**src/rtl/ram_dma_master_if.sv**
```systemverilog
// Data-RAM bus seen by a DMA initiator: arbiter request/grant plus the
// addr/data/sel/we/ce access port with combinational read data.
interface ram_dma_master_if;
    logic        bus_req;
    logic        bus_gnt;
    logic [31:0] ram_addr;
    logic [31:0] ram_wdata;
    logic [31:0] ram_rdata;
    logic [3:0]  ram_sel;
    logic        ram_we;
    logic        ram_ce;

    modport master (
        output bus_req, ram_addr, ram_wdata, ram_sel, ram_we, ram_ce,
        input  bus_gnt, ram_rdata
    );

    modport slave (
        input  bus_req, ram_addr, ram_wdata, ram_sel, ram_we, ram_ce,
        output bus_gnt, ram_rdata
    );
endinterface

```
**src/rtl/ram_dma_master.sv**
```systemverilog
// Block fill / copy engine for the data RAM, sharing the bus with the CPU
// through an external req/gnt arbiter.
// Optional feature macro: DMA_ABORT_EN adds abort_i / aborted_o.
// Bus access outputs are decoded combinationally from state and grant so that
// a dropped grant silences the bus in the same cycle.
module ram_dma_master #(
    parameter int unsigned LEN_W = 16
) (
    input  logic             clk,
    input  logic             rst_n,
    input  logic             start_i,
    input  logic             mode_i,
    input  logic [31:0]      src_addr_i,
    input  logic [31:0]      dst_addr_i,
    input  logic [LEN_W-1:0] len_i,
    input  logic [31:0]      fill_data_i,
`ifdef DMA_ABORT_EN
    input  logic             abort_i,
    output logic             aborted_o,
`endif
    output logic             busy_o,
    output logic             done_o,
    ram_dma_master_if.master bus
);

    localparam int unsigned AW = 32;
    localparam int unsigned DW = 32;

    typedef enum logic [2:0] {
        S_IDLE = 3'd0,
        S_REQ  = 3'd1,
        S_RD   = 3'd2,
        S_WR   = 3'd3,
        S_FIN  = 3'd4
    } state_t;

    state_t           state_q, state_d;
    logic [AW-1:0]    src_q, src_d;
    logic [AW-1:0]    dst_q, dst_d;
    logic [LEN_W-1:0] rem_q, rem_d;
    logic [DW-1:0]    buf_q, buf_d;
    logic [DW-1:0]    fill_q, fill_d;
    logic             mode_q, mode_d;
    logic             busy_q, done_q, req_q;
    logic             abort_hit;
    logic             active_d;
`ifdef DMA_ABORT_EN
    logic             aborted_q;
`endif

    // State and datapath registers
    always_ff @(posedge clk or negedge rst_n) begin
        if (!rst_n) begin
            state_q   <= S_IDLE;
            src_q     <= '0;
            dst_q     <= '0;
            rem_q     <= '0;
            buf_q     <= '0;
            fill_q    <= '0;
            mode_q    <= 1'b0;
            busy_q    <= 1'b0;
            done_q    <= 1'b0;
            req_q     <= 1'b0;
`ifdef DMA_ABORT_EN
            aborted_q <= 1'b0;
`endif
        end else begin
            state_q   <= state_d;
            src_q     <= src_d;
            dst_q     <= dst_d;
            rem_q     <= rem_d;
            buf_q     <= buf_d;
            fill_q    <= fill_d;
            mode_q    <= mode_d;
            busy_q    <= active_d;
            done_q    <= (state_d == S_FIN);
            req_q     <= active_d;
`ifdef DMA_ABORT_EN
            aborted_q <= abort_hit;
`endif
        end
    end

    // Next-state and datapath update; every stall holds all registers
    always_comb begin
        state_d   = state_q;
        src_d     = src_q;
        dst_d     = dst_q;
        rem_d     = rem_q;
        buf_d     = buf_q;
        fill_d    = fill_q;
        mode_d    = mode_q;
        abort_hit = 1'b0;
        active_d  = 1'b0;

        case (state_q)
            S_IDLE: begin
                if (start_i) begin
                    mode_d = mode_i;
                    src_d  = {src_addr_i[AW-1:2], 2'b00};
                    dst_d  = {dst_addr_i[AW-1:2], 2'b00};
                    rem_d  = len_i;
                    fill_d = fill_data_i;
                    state_d = (len_i == '0) ? S_FIN : S_REQ;
                end
            end
            S_REQ: begin
                if (bus.bus_gnt) begin
                    state_d = mode_q ? S_RD : S_WR;
                end
            end
            S_RD: begin
                if (bus.bus_gnt) begin
                    buf_d   = bus.ram_rdata;
                    src_d   = src_q + AW'(4);
                    state_d = S_WR;
                end
            end
            S_WR: begin
                if (bus.bus_gnt) begin
                    dst_d = dst_q + AW'(4);
                    rem_d = rem_q - LEN_W'(1);
                    if (rem_q == LEN_W'(1)) begin
                        state_d = S_FIN;
                    end else begin
                        state_d = mode_q ? S_RD : S_WR;
                    end
                end
            end
            S_FIN: begin
                state_d = S_IDLE;
            end
            default: begin
                state_d = S_IDLE;
            end
        endcase

`ifdef DMA_ABORT_EN
        // Abort overrides the sequencing but lets a granted write land
        if (abort_i && (state_q == S_REQ || state_q == S_RD || state_q == S_WR)) begin
            state_d   = S_FIN;
            abort_hit = 1'b1;
        end
`endif

        active_d = (state_d == S_REQ) || (state_d == S_RD) || (state_d == S_WR);
    end

    // Bus drive: all access signals are zero unless a granted RD/WR is in flight
    always_comb begin
        bus.ram_ce    = 1'b0;
        bus.ram_we    = 1'b0;
        bus.ram_sel   = 4'b0000;
        bus.ram_addr  = '0;
        bus.ram_wdata = '0;
        if (bus.bus_gnt && state_q == S_RD) begin
            bus.ram_ce   = 1'b1;
            bus.ram_sel  = 4'b1111;
            bus.ram_addr = src_q;
        end else if (bus.bus_gnt && state_q == S_WR) begin
            bus.ram_ce    = 1'b1;
            bus.ram_we    = 1'b1;
            bus.ram_sel   = 4'b1111;
            bus.ram_addr  = dst_q;
            bus.ram_wdata = mode_q ? buf_q : fill_q;
        end
    end

    assign bus.bus_req = req_q;
    assign busy_o      = busy_q;
    assign done_o      = done_q;
`ifdef DMA_ABORT_EN
    assign aborted_o   = aborted_q;
`endif

endmodule

```
**src/flat_wrapper.sv**
```systemverilog
// flat-port wrapper written by rule: the top's interface ports become plain ports
module ram_dma_master_flat 
#(
    parameter int unsigned LEN_W = 16
)
  (clk, rst_n, start_i, mode_i, src_addr_i, dst_addr_i, len_i, fill_data_i, busy_o, done_o, bus_bus_req, bus_ram_addr, bus_ram_wdata, bus_ram_sel, bus_ram_we, bus_ram_ce, bus_bus_gnt, bus_ram_rdata);
  ram_dma_master_if bus_i ();
  input  logic clk;
  input  logic rst_n;
  input  logic start_i;
  input  logic mode_i;
  input  logic [31:0] src_addr_i;
  input  logic [31:0] dst_addr_i;
  input  logic [LEN_W-1:0] len_i;
  input  logic [31:0] fill_data_i;
  output logic busy_o;
  output logic done_o;
  output wire logic [$bits(bus_i.bus_req)-1:0] bus_bus_req;
  output wire logic [$bits(bus_i.ram_addr)-1:0] bus_ram_addr;
  output wire logic [$bits(bus_i.ram_wdata)-1:0] bus_ram_wdata;
  output wire logic [$bits(bus_i.ram_sel)-1:0] bus_ram_sel;
  output wire logic [$bits(bus_i.ram_we)-1:0] bus_ram_we;
  output wire logic [$bits(bus_i.ram_ce)-1:0] bus_ram_ce;
  input wire logic [$bits(bus_i.bus_gnt)-1:0] bus_bus_gnt;
  input wire logic [$bits(bus_i.ram_rdata)-1:0] bus_ram_rdata;
  assign bus_bus_req = bus_i.bus_req;
  assign bus_ram_addr = bus_i.ram_addr;
  assign bus_ram_wdata = bus_i.ram_wdata;
  assign bus_ram_sel = bus_i.ram_sel;
  assign bus_ram_we = bus_i.ram_we;
  assign bus_ram_ce = bus_i.ram_ce;
  assign bus_i.bus_gnt = bus_bus_gnt;
  assign bus_i.ram_rdata = bus_ram_rdata;
  ram_dma_master #(.LEN_W(LEN_W)) u_core (.clk(clk), .rst_n(rst_n), .start_i(start_i), .mode_i(mode_i), .src_addr_i(src_addr_i), .dst_addr_i(dst_addr_i), .len_i(len_i), .fill_data_i(fill_data_i), .busy_o(busy_o), .done_o(done_o), .bus(bus_i));
endmodule
```
**config.mk**
```make
export PLATFORM = sky130hd
export DESIGN_NAME = ram_dma_master_flat
export DESIGN_NICKNAME = d
export VERILOG_FILES = /design/src/rtl/ram_dma_master_if.sv /design/src/rtl/ram_dma_master.sv /design/src/flat_wrapper.sv
export SDC_FILE = /design/constraint.sdc
export NUM_CORES = 1
export LEC_CHECK = 0
export CAP_MARGIN = 20
export CORE_MARGIN = 1.5
export CORE_UTILIZATION = 45
export CTS_CLUSTER_SIZE = 12
export DETAILED_ROUTE_END_ITERATION = 8
export PLACE_DENSITY_LB_ADDON = 0.25
export SLEW_MARGIN = 40
export SYNTH_ARGS = -nofsm -noshare
export SYNTH_HDL_FRONTEND = slang
export SYNTH_SLANG_ARGS = --single-unit
```
**constraint.sdc**
```tcl
create_clock -name clk -period 6.8 [get_ports clk]
set_input_delay 1.36 -clock clk [delete_from_list [all_inputs] [get_ports clk]]
set_output_delay 1.36 -clock clk [all_outputs]
set_load 0.005 [all_outputs]
```
======== After elaboration in Yosys (flattened, before gate mapping) ========
Cells that the tools add are included.
storage, ports and cells
  bits in registers ....................... 150
  output and inout port bits .............. 73
  word-level logic and storage cells ...... 62
cells by class
  multiplexer cells ....................... 27
  reduce and logical (&&, ||, !) cells .... 12
  add/subtract/negate cells ............... 3
  eq/ne operators ......................... 11
operators with widths
  cell                                                count
  two-way mux 32 bit                                  9
  case mux 32 bit (2 select lines)                    2
  adder 32 x 3 -> 32 bit, second input constant       2
  two-way mux 16 bit                                  2
  case mux 16 bit (2 select lines)                    1
  two-way mux 3 bit                                   6
  == test 16 x 1 -> 1 bit, second input constant      1
  logical NOT 16 bit                                  1
  subtractor 16 x 1 -> 16 bit, second input constant  1
  == test 3 x 2 -> 1 bit, second input constant       4
  case mux 3 bit (4 select lines)                     1
  two-way mux 4 bit                                   2
  == test 3 x 1 -> 1 bit, second input constant       2
  inequality test 2 bit, second input constant        3
  AND reduction 3 bit                                 2
  two-way mux 1 bit                                   4
  AND reduction 2 bit                                 2
  nonzero test 2 bit                                  2
  == test 3 bit, second input constant                1
  logical NOT 3 bit                                   1
  logical AND 1 bit                                   2
  logical OR 1 bit                                    2

======== Longest topological paths before layout ========
Gate-level depths: netlist of the first run.
  word-level depth ........................ 7
  mapped depth ............................ 8

======== Worst setup path after synthesis of the first run ========
No wires, ideal clock.
  kind .................................... input -> output
  from .................................... input bus_bus_gnt
  to ...................................... output bus_ram_sel[0]
  arrival time ............................ 2.702 ns
  required time ........................... 5.440 ns
  stages on the path ...................... 7
  buffers on the path ..................... 4
  slack ................................... 2.738 ns
  path through ............................ and2_1 clkbuf_1 nand3b_1 clkbuf_1 buf_1 nand2_1 buf_4
on the way
  word-level cells in the longest chain between the ends .. 3
  elaborated cells on any way between the ends .. 4
RTL lines
  item                   line                   source
  start, declared        flat_wrapper.sv:24     input wire logic [$bits(bus_i.bus_gnt)-1:0] bus_bus_gnt;
  logical AND 1 bit      ram_dma_master.sv:160  end else if (bus.bus_gnt && state_q == S_WR) begin
  two-way mux 4 bit      ram_dma_master.sv:160
  two-way mux 4 bit (*)  ram_dma_master.sv:156  if (bus.bus_gnt && state_q == S_RD) begin
  end, declared          flat_wrapper.sv:21     output wire logic [$bits(bus_i.ram_sel)-1:0] bus_ram_sel;
Mark *: on every way between the ends. The rest lies on a longest branch, timed or not.

======== Worst setup path after layout of the first run ========
  from .................................... input bus_bus_gnt
  to ...................................... output bus_ram_addr[22]
on the way
  word-level cells in the longest chain between the ends .. 3
  elaborated cells on any way between the ends .. 4
RTL lines
  item                    line                   source
  logical AND 1 bit       ram_dma_master.sv:160
  two-way mux 32 bit      ram_dma_master.sv:160
  two-way mux 32 bit (*)  ram_dma_master.sv:156
  end, declared           flat_wrapper.sv:19     output wire logic [$bits(bus_i.ram_addr)-1:0] bus_ram_addr;
Marked as above.

==> impl_summary.log, run 1 <==
INFO  metric clockRootBuffer = clkbuf_16
INFO  metric status = complete, but fails checks
INFO  metric antenna_left = 0
INFO  metric critical_path.reg2reg.startpoint = u_core.state_q[1]
INFO  metric post_synth.cell_area_avg = 8.160 µm²
INFO  metric synth.top_cell.area_share = 43.73%
INFO  metric sequential_fraction_of_the_synthesis_area = 43.73%
INFO  metric cts_hold_buf = 0
INFO  metric grt_max_degree = 84
INFO  metric floorplan.die_area = 19390 µm²
INFO  metric grt_antenna_before_repair = 0
INFO  metric initialDrtViolationCount = 640
INFO  metric num_rows = 49
INFO  metric violations = design-rule violations
INFO  metric finalClockSkew = 0.01260 ns
INFO  metric final.period_utilization = 78.39%
INFO  metric ys.flop_type = dfrtp_1
INFO  metric finalSetupTns = 0 ns
INFO  metric flip_flop_and_latch_count_after_synthesis = 146
INFO  metric gr-usage-all-layers = 26.96%
INFO  metric critPathKind = in -> out
INFO  metric worst_hold_path_type = reg -> reg
INFO  metric core_region_area = 18090 µm²
INFO  metric area_grow_syn2layout = 33.65%
INFO  metric timing.max_slew.rel_slack = 47.64%
INFO  metric max-vdd-ir-drop = 205.4 µV
INFO  metric cellLeakagePower = 4.716 nW
INFO  metric launch_point_of_the_critical_path = bus_bus_gnt
INFO  metric finalHoldViolCount = 0
INFO  metric fmax = 0.1876 GHz
INFO  metric wirelength = 25900 µm
INFO  metric detailedPlacementHpwl = 17480 µm
INFO  metric cts_buffer_depth = 2
INFO  metric finalSetupViolCount = 0
INFO  metric post_cts.repair.setup_buffers = 0
INFO  metric cp-start-kind = input port
INFO  metric non_filler_instance_count_after_layout = 1432
INFO  metric cts_tree = built
INFO  metric clock_pin_slew_worst_setup_and_hold_paths = 0.06 ns
INFO  metric cts_sinks = 146
INFO  metric antenna_diode_instance_count = 0
INFO  metric combined_area_of_all_synthesized_cells = 8356 µm²
INFO  metric grt_pass1_wl = 41810 µm
INFO  metric first_global_vias = 7895
INFO  metric layout.cells.most_common_list = nand2_1 (271), clkdlybuf4s50_1 (214), dfrtp_1 (145), nor2_1 (81), a21oi_1 (70)
INFO  metric drtPass1Iterations = 7
INFO  metric cts.htree.levels = 4
INFO  metric pin_count = 222
INFO  metric cp_top_family = buffers and inverters
INFO  metric finish.utilization = 61.74%
INFO  metric crit_buf_inv = 4
INFO  metric numPlacedInstances = 1401
INFO  metric period_minus_slack = 5.331 ns
INFO  metric drc_errors = 10
INFO  metric hold_slack = 0.4733 ns
INFO  metric most_frequent_cell_on_critical_path = clkdlybuf4s50_1
INFO  metric layout-drive-gt1-share = 5.486%
INFO  metric synth_cell_type_count = 70
INFO  metric num_cts_buffers = 17
INFO  metric final_max_slew_viol_count = 0
INFO  metric critPathSlowestCell = clkdlybuf4s50_1
INFO  metric critPathMaxStageDelay = 0.52 ns
INFO  metric worst_pin_slew = 0.7794 ns
INFO  metric mostFrequentLayoutCell = nand2_1
INFO  metric cap_viol_max_count = 0
INFO  metric drt-vias-per-instance = 5.812
INFO  metric ys_warn_count = 0
INFO  metric unrepaired_setup_endpoints_after_global_routing = false
INFO  metric postCtsResizedCells = 0
INFO  metric floorplan.initialDensity = 46.20%
INFO  metric synth_cells = 1024
INFO  metric yosys.area.top_type = dfrtp_1
INFO  metric synth_area_leaders = dfrtp_1 (44%), nand2_1 (12%), a21oi_1 (4.3%), mux2i_1 (4.2%), nor2_1 (3.6%)
INFO  metric die_width = 139.3 µm
INFO  metric postPlaceCellArea = 10590 µm²
INFO  metric die_height = 139.3 µm
INFO  metric path_max_fanout = 21
INFO  metric min-delay-start = u_core.fill_q[13]
INFO  metric clock_insertion_delay_worst_skew = 0.42 ns
INFO  metric numPortBuffers = 215
INFO  metric worst-endpoint-arrival = 3.97 ns
INFO  metric detailroute.via_count = 8323
INFO  metric place_congestion = 0.8778
INFO  metric overflow = 0
INFO  metric synth-edff-count = 0
INFO  metric dr_wl_cell = 18.09 µm
INFO  metric critPathRequiredTime = 5.44 ns
INFO  metric power-per-cell-area = 374.1 nW/µm²
INFO  metric final_net_count = 1344
INFO  metric postLayoutCellArea = 11170 µm²
INFO  metric synth_async_sr_flop_share = 100.0%
INFO  metric end_kind = output pin
INFO  metric critical_path_cell_list = clkdlybuf4s50_1, and2_1, nand3b_1, clkinv_1, buf_4, a22o_1, clkdlybuf4s50_1
==> metrics by stage <==
stage	power [mW]	worst slack, ns
after floorplan	2.576	2.738
after global placement	3.190	1.552
after detailed placement	3.243	1.525
after CTS	4.174	1.523
after global routing	4.459	1.381
final	4.178	1.469
==> cell type report <==
type / instances / area [µm²]
clock inverter: 12 / 136.4
clock buffer: 19 / 432.9
fill: 1624 / 6919
multi-input combinational: 788 / 4352
sequential: 146 / 3657
timing repair buffer: 230 / 2272
inverter: 8 / 30.03
tap: 229 / 286.5
==> kinds of logic after synthesis <==
| logic type | after synthesis | share of synthesized area [%] |
|---|---|---|
| and+or+nand+nor | 500 | 27.46 |
| adders and majority gates | 4 | 0.5990 |
| other | 1 | 0.04488 |
| DFF | 146 | 43.73 |
| AOI/OAI and AO/OA | 247 | 19.24 |
| muxes | 35 | 4.193 |
| buffers and inverters | 91 | 4.732 |
==> state kept, by name, indices dropped and copies added (netlist names) <==
signal          cells
u_core.rem_q       16
u_core.fill_q      32
u_core.src_q       30
u_core.dst_q       30
u_core.busy_o       1
u_core.mode_q       1
u_core.buf_q       32
u_core.state_q      3
u_core.done_o       1
==> worst paths after layout <==
kind                            slack, ns                 to  cells after the start
worst max-delay path                 1.47   bus_ram_addr[22]                      7
worst min-delay path                 0.47  u_core.fill_q[13]                      2
worst max register to register       4.07   u_core.src_q[29]                      6
worst min register to register       0.47  u_core.fill_q[13]                      2
max in group asynchronous            4.72      u_core.mode_q                      2
min in group asynchronous            0.99    u_core.src_q[3]                      1
==> synth_stat cells, types with 3 or more instances <==
cell type / number
o311ai_0: 7
o21a_1: 4
a21oi_1: 71
a31oi_1: 13
o21ai_0: 47
and2_1: 6
o22ai_1: 21
nor2_1: 81
buf_4: 8
nor4_1: 9
clkbuf_1: 52
and4_1: 5
buf_1: 4
mux2i_1: 35
o211ai_1: 4
ha_1: 4
nand2_1: 272
o22a_1: 5
a2bb2oi_1: 12
a311oi_1: 3
or4_1: 3
nand4_1: 27
a211oi_1: 5
nor3_1: 14
dfrtp_1: 146
a22oi_1: 6
a22o_1: 25
nand3_1: 41
o32ai_1: 3
and3_1: 14
buf_2: 17
inv_1: 7
==> per-layer routing <==
| layer | vias up | track usage [%] | wire length (µm) |
|---|---|---|---|
| li1 | 3981 | - | - |
| met1 | 3989 | 37.58 | 11370 |
| met2 | 321 | 43.21 | 12190 |
| met3 | 32 | 4.439 | 1781 |
| met4 | 0 | 8.175 | 557 |
| met5 | - | 0 | 0 |
==> report_power, final <==
part / total, mW / switching, mW / internal (mW)
clock: 0.923 / 0.383 / 0.540
combinational: 1.61 / 0.830 / 0.783
sequential: 1.64 / 0.428 / 1.21
total: 4.18 / 1.64 / 2.54
==> tightest hold or removal path, delay by kind of cell, from the launching register on <==
kind             cells  cell delay, ns
and+or+nand+nor      2            0.11
DFF                  1            0.34
(Power assumes the default switching activity.)
==> inputs of run 2 (changes only) <==
==> constraint.sdc (replaced) <==
create_clock -name clk -period 5 [get_ports clk]
set_input_delay 1 -clock clk [delete_from_list [all_inputs] [get_ports clk]]
set_output_delay 1 -clock clk [all_outputs]
set_load 0.005 [all_outputs]
==> impl_summary.log, run 2 (synthesized netlist as in run 1, its figures left out) <==
INFO  metric num_rows = 49
INFO  metric first_global_vias = 7895
INFO  metric min-delay-start = u_core.fill_q[17]
INFO  metric violations = design-rule violations
INFO  metric drtPass1Iterations = 7
INFO  metric wirelength = 26290 µm
INFO  metric mostFrequentLayoutCell = nand2_1
INFO  metric die_height = 139.3 µm
INFO  metric final.period_utilization = 83.54%
INFO  metric initialDrtViolationCount = 542
INFO  metric detailroute.via_count = 8307
INFO  metric most_frequent_cell_on_critical_path = clkdlybuf4s50_1
INFO  metric power.share.clock = 22.7%
INFO  metric final_max_slew_viol_count = 0
INFO  metric pin_count = 222
INFO  metric launch_point_of_the_critical_path = bus_bus_gnt
INFO  metric layout-drive-gt1-share = 5.809%
INFO  metric core_region_area = 18090 µm²
INFO  metric cts_buffer_depth = 2
INFO  metric end_kind = output pin
INFO  metric path_max_fanout = 13
INFO  metric cap_viol_max_count = 0
INFO  metric critPathSlowestCell = clkdlybuf4s50_1
INFO  metric grt_pass1_wl = 41930 µm
INFO  metric cts.htree.levels = 4
INFO  metric clock_pin_slew_worst_setup_and_hold_paths = 0.06 ns
INFO  metric sequentialPowerShare = 39.1%
INFO  metric finalClockSkew = 0.01283 ns
INFO  metric power-per-cell-area = 511.2 nW/µm²
INFO  metric antenna_diode_instance_count = 0
INFO  metric cellLeakagePower = 4.739 nW
INFO  metric critPathMaxStageDelay = 0.56 ns
INFO  metric max-vdd-ir-drop = 250.1 µV
INFO  metric internal_power = 3.499 mW
INFO  metric clockRootBuffer = clkbuf_16
INFO  metric worst_hold_path_type = reg -> reg
INFO  metric die_width = 139.3 µm
INFO  metric final_net_count = 1346
INFO  metric critical_path_cell_list = clkdlybuf4s50_1, and2_1, buf_4, nand2_1, o21ai_0, clkdlybuf4s50_1
INFO  metric fmax = 0.2394 GHz
INFO  metric critPathRequiredTime = 4.00 ns
INFO  metric floorplan.initialDensity = 46.20%
INFO  metric finish.utilization = 61.92%
INFO  metric numPortBuffers = 215
INFO  metric cp_top_family = buffers and inverters
INFO  metric finalSetupTns = 0 ns
INFO  metric hold_slack = 0.4726 ns
INFO  metric antenna_left = 0
INFO  metric drc_errors = 10
INFO  metric crit_buf_inv = 3
INFO  metric timing.max_slew.rel_slack = 46.26%
INFO  metric period_minus_slack = 4.177 ns
INFO  metric clock_insertion_delay_worst_skew = 0.43 ns
INFO  metric cts_hold_buf = 0
INFO  metric detailedPlacementHpwl = 17800 µm
INFO  metric finalSetupViolCount = 0
INFO  metric cts_sinks = 146
INFO  metric grt_max_degree = 74
INFO  metric critPathKind = in -> out
INFO  metric worst_pin_slew = 0.7999 ns
INFO  metric status = complete, but fails checks
INFO  metric grt_antenna_before_repair = 0
INFO  metric floorplan.die_area = 19390 µm²
INFO  metric swShare = 38.88%
INFO  metric cp-start-kind = input port
INFO  metric overflow = 0
INFO  metric gr-usage-all-layers = 27.21%
INFO  metric area_grow_syn2layout = 34.02%
INFO  metric unrepaired_setup_endpoints_after_global_routing = false
INFO  metric layout.cells.most_common_list = nand2_1 (271), clkdlybuf4s50_1 (214), dfrtp_1 (145), nor2_1 (81), a21oi_1 (70)
INFO  metric combinational_group_share_of_total_power = 38.2%
INFO  metric reg.largest.list = u_core.buf_q x32, u_core.fill_q x32
INFO  metric critical_path.reg2reg.startpoint = u_core.state_q[0]
INFO  metric post_cts.repair.setup_buffers = 0
INFO  metric place_congestion = 0.8969
INFO  metric power_switching = 2.226 mW
INFO  metric dr_wl_cell = 18.34 µm
INFO  metric num_cts_buffers = 17
INFO  metric worst-endpoint-arrival = 3.18 ns
INFO  metric finalHoldViolCount = 0
INFO  metric postCtsResizedCells = 0
INFO  metric drt-vias-per-instance = 5.793
INFO  metric cts_tree = built
run 2: power groups by stage:
stage | sequential [mW] | combinational [mW] | clock [mW]
after floorplan | 1.97 | 1.53 | 0
after global placement | 2.21 | 2.13 | 0
after detailed placement | 2.23 | 2.18 | 0
after CTS | 2.21 | 2.19 | 1.32
after global routing | 2.30 | 2.44 | 1.37
final | 2.24 | 2.19 | 1.30
run 2: area by class of cell:
type / instances / area [µm²]
fillers: 1592 / 6888
multi-input cells: 788 / 4352
flip-flops and latches: 146 / 3657
repair buffers: 232 / 2281
clock buffers: 18 / 429.2
well taps: 229 / 286.5
clock inverters: 13 / 162.7
inverters: 8 / 30.03
run 2: final timing paths:
check | endpoint | slack, ns | cells after the start
worst max-delay path | bus_ram_addr[25] | 0.82 | 6
worst max register to register | u_core.dst_q[29] | 2.64 | 5
worst min register to register | u_core.fill_q[17] | 0.47 | 2
min in group asynchronous | u_core.src_q[4] | 0.56 | 1
worst min-delay path | u_core.fill_q[17] | 0.47 | 2
max in group asynchronous | u_core.mode_q | 3.38 | 2
run 2: worst min-delay path, cell delays in order, from the launching register on:
cell and delay, ns:
dfrtp_1 0.34, nand2_1 0.05, nand2_1 0.05
run 2: metrics by stage:
stage | cells | power [mW] | setup slack (ns) | area [µm²]
final | 1434 | 5.725 | 0.8228 | 11200
after CTS | 1434 | 5.728 | 0.4914 | 11200
after floorplan | 1025 | 3.503 | 1.658 | 8359
after detailed placement | 1403 | 4.412 | 0.5022 | 10610
after global routing | 1434 | 6.116 | 0.6958 | 11200
after global placement | 1403 | 4.344 | 0.5420 | 10600
run 2: per-layer routing:
metal / up-vias / wire, µm / GRT usage [%]
li1: 3991 / - / -
met1: 3971 / 11680 / 37.44
met2: 303 / 12380 / 43.13
met3: 42 / 1559 / 4.611
met4: 0 / 672 / 10.25
met5: - / 0 / 0
==> inputs of run 3 (changes only) <==
==> constraint.sdc (replaced) <==
create_clock -name clk -period 3.4 [get_ports clk]
set_input_delay 0.68 -clock clk [delete_from_list [all_inputs] [get_ports clk]]
set_output_delay 0.68 -clock clk [all_outputs]
set_load 0.005 [all_outputs]
==> impl_summary.log, run 3 (synthesized netlist as in run 1, its figures left out) <==
INFO  metric wirelength = 26280 µm
INFO  metric period_minus_slack = 3.318 ns
INFO  metric critPathKind = in -> out
INFO  metric reg.largest.list = u_core.buf_q x32, u_core.fill_q x32
INFO  metric final_net_count = 1359
INFO  metric detailroute.via_count = 8466
INFO  metric cts_hold_buf = 0
INFO  metric detailedPlacementHpwl = 18220 µm
INFO  metric area_grow_syn2layout = 36.36%
INFO  metric drc_errors = 10
INFO  metric critPathRequiredTime = 2.72 ns
INFO  metric cap_viol_max_count = 0
INFO  metric antenna_diode_instance_count = 0
INFO  metric finish.utilization = 63.00%
INFO  metric die_width = 139.3 µm
INFO  metric path_max_fanout = 31
INFO  metric clock_insertion_delay_worst_skew = 0.42 ns
INFO  metric numPortBuffers = 215
INFO  metric pin_count = 222
INFO  metric area.sequential = 3655 µm²
INFO  metric cts_tree = built
INFO  metric combined_area_of_the_multi_input_logic_cells = 4349 µm²
INFO  metric max-vdd-ir-drop = 419.9 µV
INFO  metric drt-vias-per-instance = 5.851
INFO  metric non_filler_instance_count_after_layout = 1447
INFO  metric clock_pin_slew_worst_setup_and_hold_paths = 0.07 ns
INFO  metric p_total = 8.561 mW
INFO  metric fmax = 0.3013 GHz
INFO  metric timing.max_slew.rel_slack = 49.86%
INFO  metric overflow = 0
INFO  metric layout.cells.most_common_list = nand2_1 (271), clkdlybuf4s50_1 (213), dfrtp_1 (145), nor2_1 (80), a21oi_1 (70)
INFO  metric status = complete, but fails checks
INFO  metric power-per-cell-area = 751.4 nW/µm²
INFO  metric dr_wl_cell = 18.16 µm
INFO  metric drtPass1Iterations = 7
INFO  metric layout-drive-gt1-share = 6.979%
INFO  metric cts_buffer_depth = 2
INFO  metric worst-endpoint-arrival = 2.64 ns
INFO  metric antenna_left = 0
INFO  metric place_congestion = 0.8937
INFO  metric grt_max_degree = 80
INFO  metric finalSetupViolCount = 0
INFO  metric post_cts.repair.setup_buffers = 0
INFO  metric mostFrequentLayoutCell = nand2_1
INFO  metric worst_r2r_path_depth = 6
INFO  metric finalHoldViolCount = 0
INFO  metric cp-start-kind = input port
INFO  metric die_height = 139.3 µm
INFO  metric worst_hold_path_type = in -> async
INFO  metric clockRootBuffer = clkbuf_16
INFO  metric cellLeakagePower = 4.836 nW
INFO  metric cts_sinks = 146
INFO  metric first_global_vias = 7810
INFO  metric floorplan.die_area = 19390 µm²
INFO  metric gr-usage-all-layers = 27.45%
INFO  metric num_rows = 49
INFO  metric nFillCells = 1559
INFO  metric critical_path.reg2reg.startpoint = u_core.state_q[0]
INFO  metric cts.htree.levels = 4
INFO  metric final.period_utilization = 97.60%
INFO  metric grt_antenna_before_repair = 0
INFO  metric unrepaired_setup_endpoints_after_global_routing = false
INFO  metric final_max_slew_viol_count = 0
INFO  metric numPlacedInstances = 1416
INFO  metric finalClockSkew = 0.01151 ns
INFO  metric floorplan.initialDensity = 46.20%
INFO  metric core_region_area = 18090 µm²
INFO  metric launch_point_of_the_critical_path = bus_bus_gnt
INFO  metric grt_pass1_wl = 42260 µm
INFO  metric initialDrtViolationCount = 627
INFO  metric num_cts_buffers = 17
INFO  metric worst_pin_slew = 0.7521 ns
INFO  metric violations = design-rule violations
INFO  metric finalSetupTns = 0 ns
INFO  metric end_kind = output pin
[run 3: repair_timing]
action	CTS	global route
endpoints found under the hold margin	0	0
setup endpoints to repair	0	1
gates resized for setup	0	3
[run 3: per-stage QoR]
| stage | hold slack [ns] | cell area [µm²] | setup slack [ns] |
|---|---|---|---|
| final | 0.2989 | 11390 | 0.08156 |
| after global routing | 0.3393 | 11390 | 0.006841 |
| after CTS | 0.3310 | 11390 | 0.09948 |
| after detailed placement | 0.4618 | 10780 | 0.1123 |
| after global placement | 0.4569 | 10780 | 0.1457 |
| after floorplan | 0.3844 | 8359 | 0.6981 |
[run 3: layout make-up]
class	instances	share of cell area (%)
Timing Repair Buffer	245	21.69
Multi-Input combinational cell	788	38.17
Clock buffer	18	3.855
Inverter	8	0.2636
Sequential cell	146	32.08
Tap cell	229	2.515
Clock inverter	13	1.428
[run 3: worst max-delay path, stage by stage]
cell and delay [ns]:
clkdlybuf4s50_1 0.48, and2_1 0.17, nand3b_1 0.18, buf_4 0.23, buf_12 0.17, nand2_1 0.17
clkdlybuf4s50_1 0.54
[run 3: power breakdown]
group          leakage [nW]  internal (mW)  switching, mW
Combinational          2.82           1.65           1.73
Sequential             1.73           2.43          0.832
Clock                 0.288           1.17          0.752
[run 3: path summary, 6_finish.rpt]
kind                                          end  slack, ns
worst max register to register   u_core.dst_q[25]       1.02
worst min register to register  u_core.fill_q[21]       0.47
worst max-delay path               bus_ram_sel[3]       0.08
max in group asynchronous         u_core.buf_q[0]       2.33
worst min-delay path              u_core.src_q[3]       0.30
min in group clk                u_core.fill_q[21]       0.47
[run 3: routing by layer]
layer | vias to the layer above | track usage, % | share of wire [%]
met1 | 4014 | 38.59 | 43
met3 | 46 | 4.749 | 7.2
li1 | 4022 | - | -
met5 | - | 0 | 0
met4 | 0 | 9.910 | 2.9
met2 | 384 | 42.71 | 47
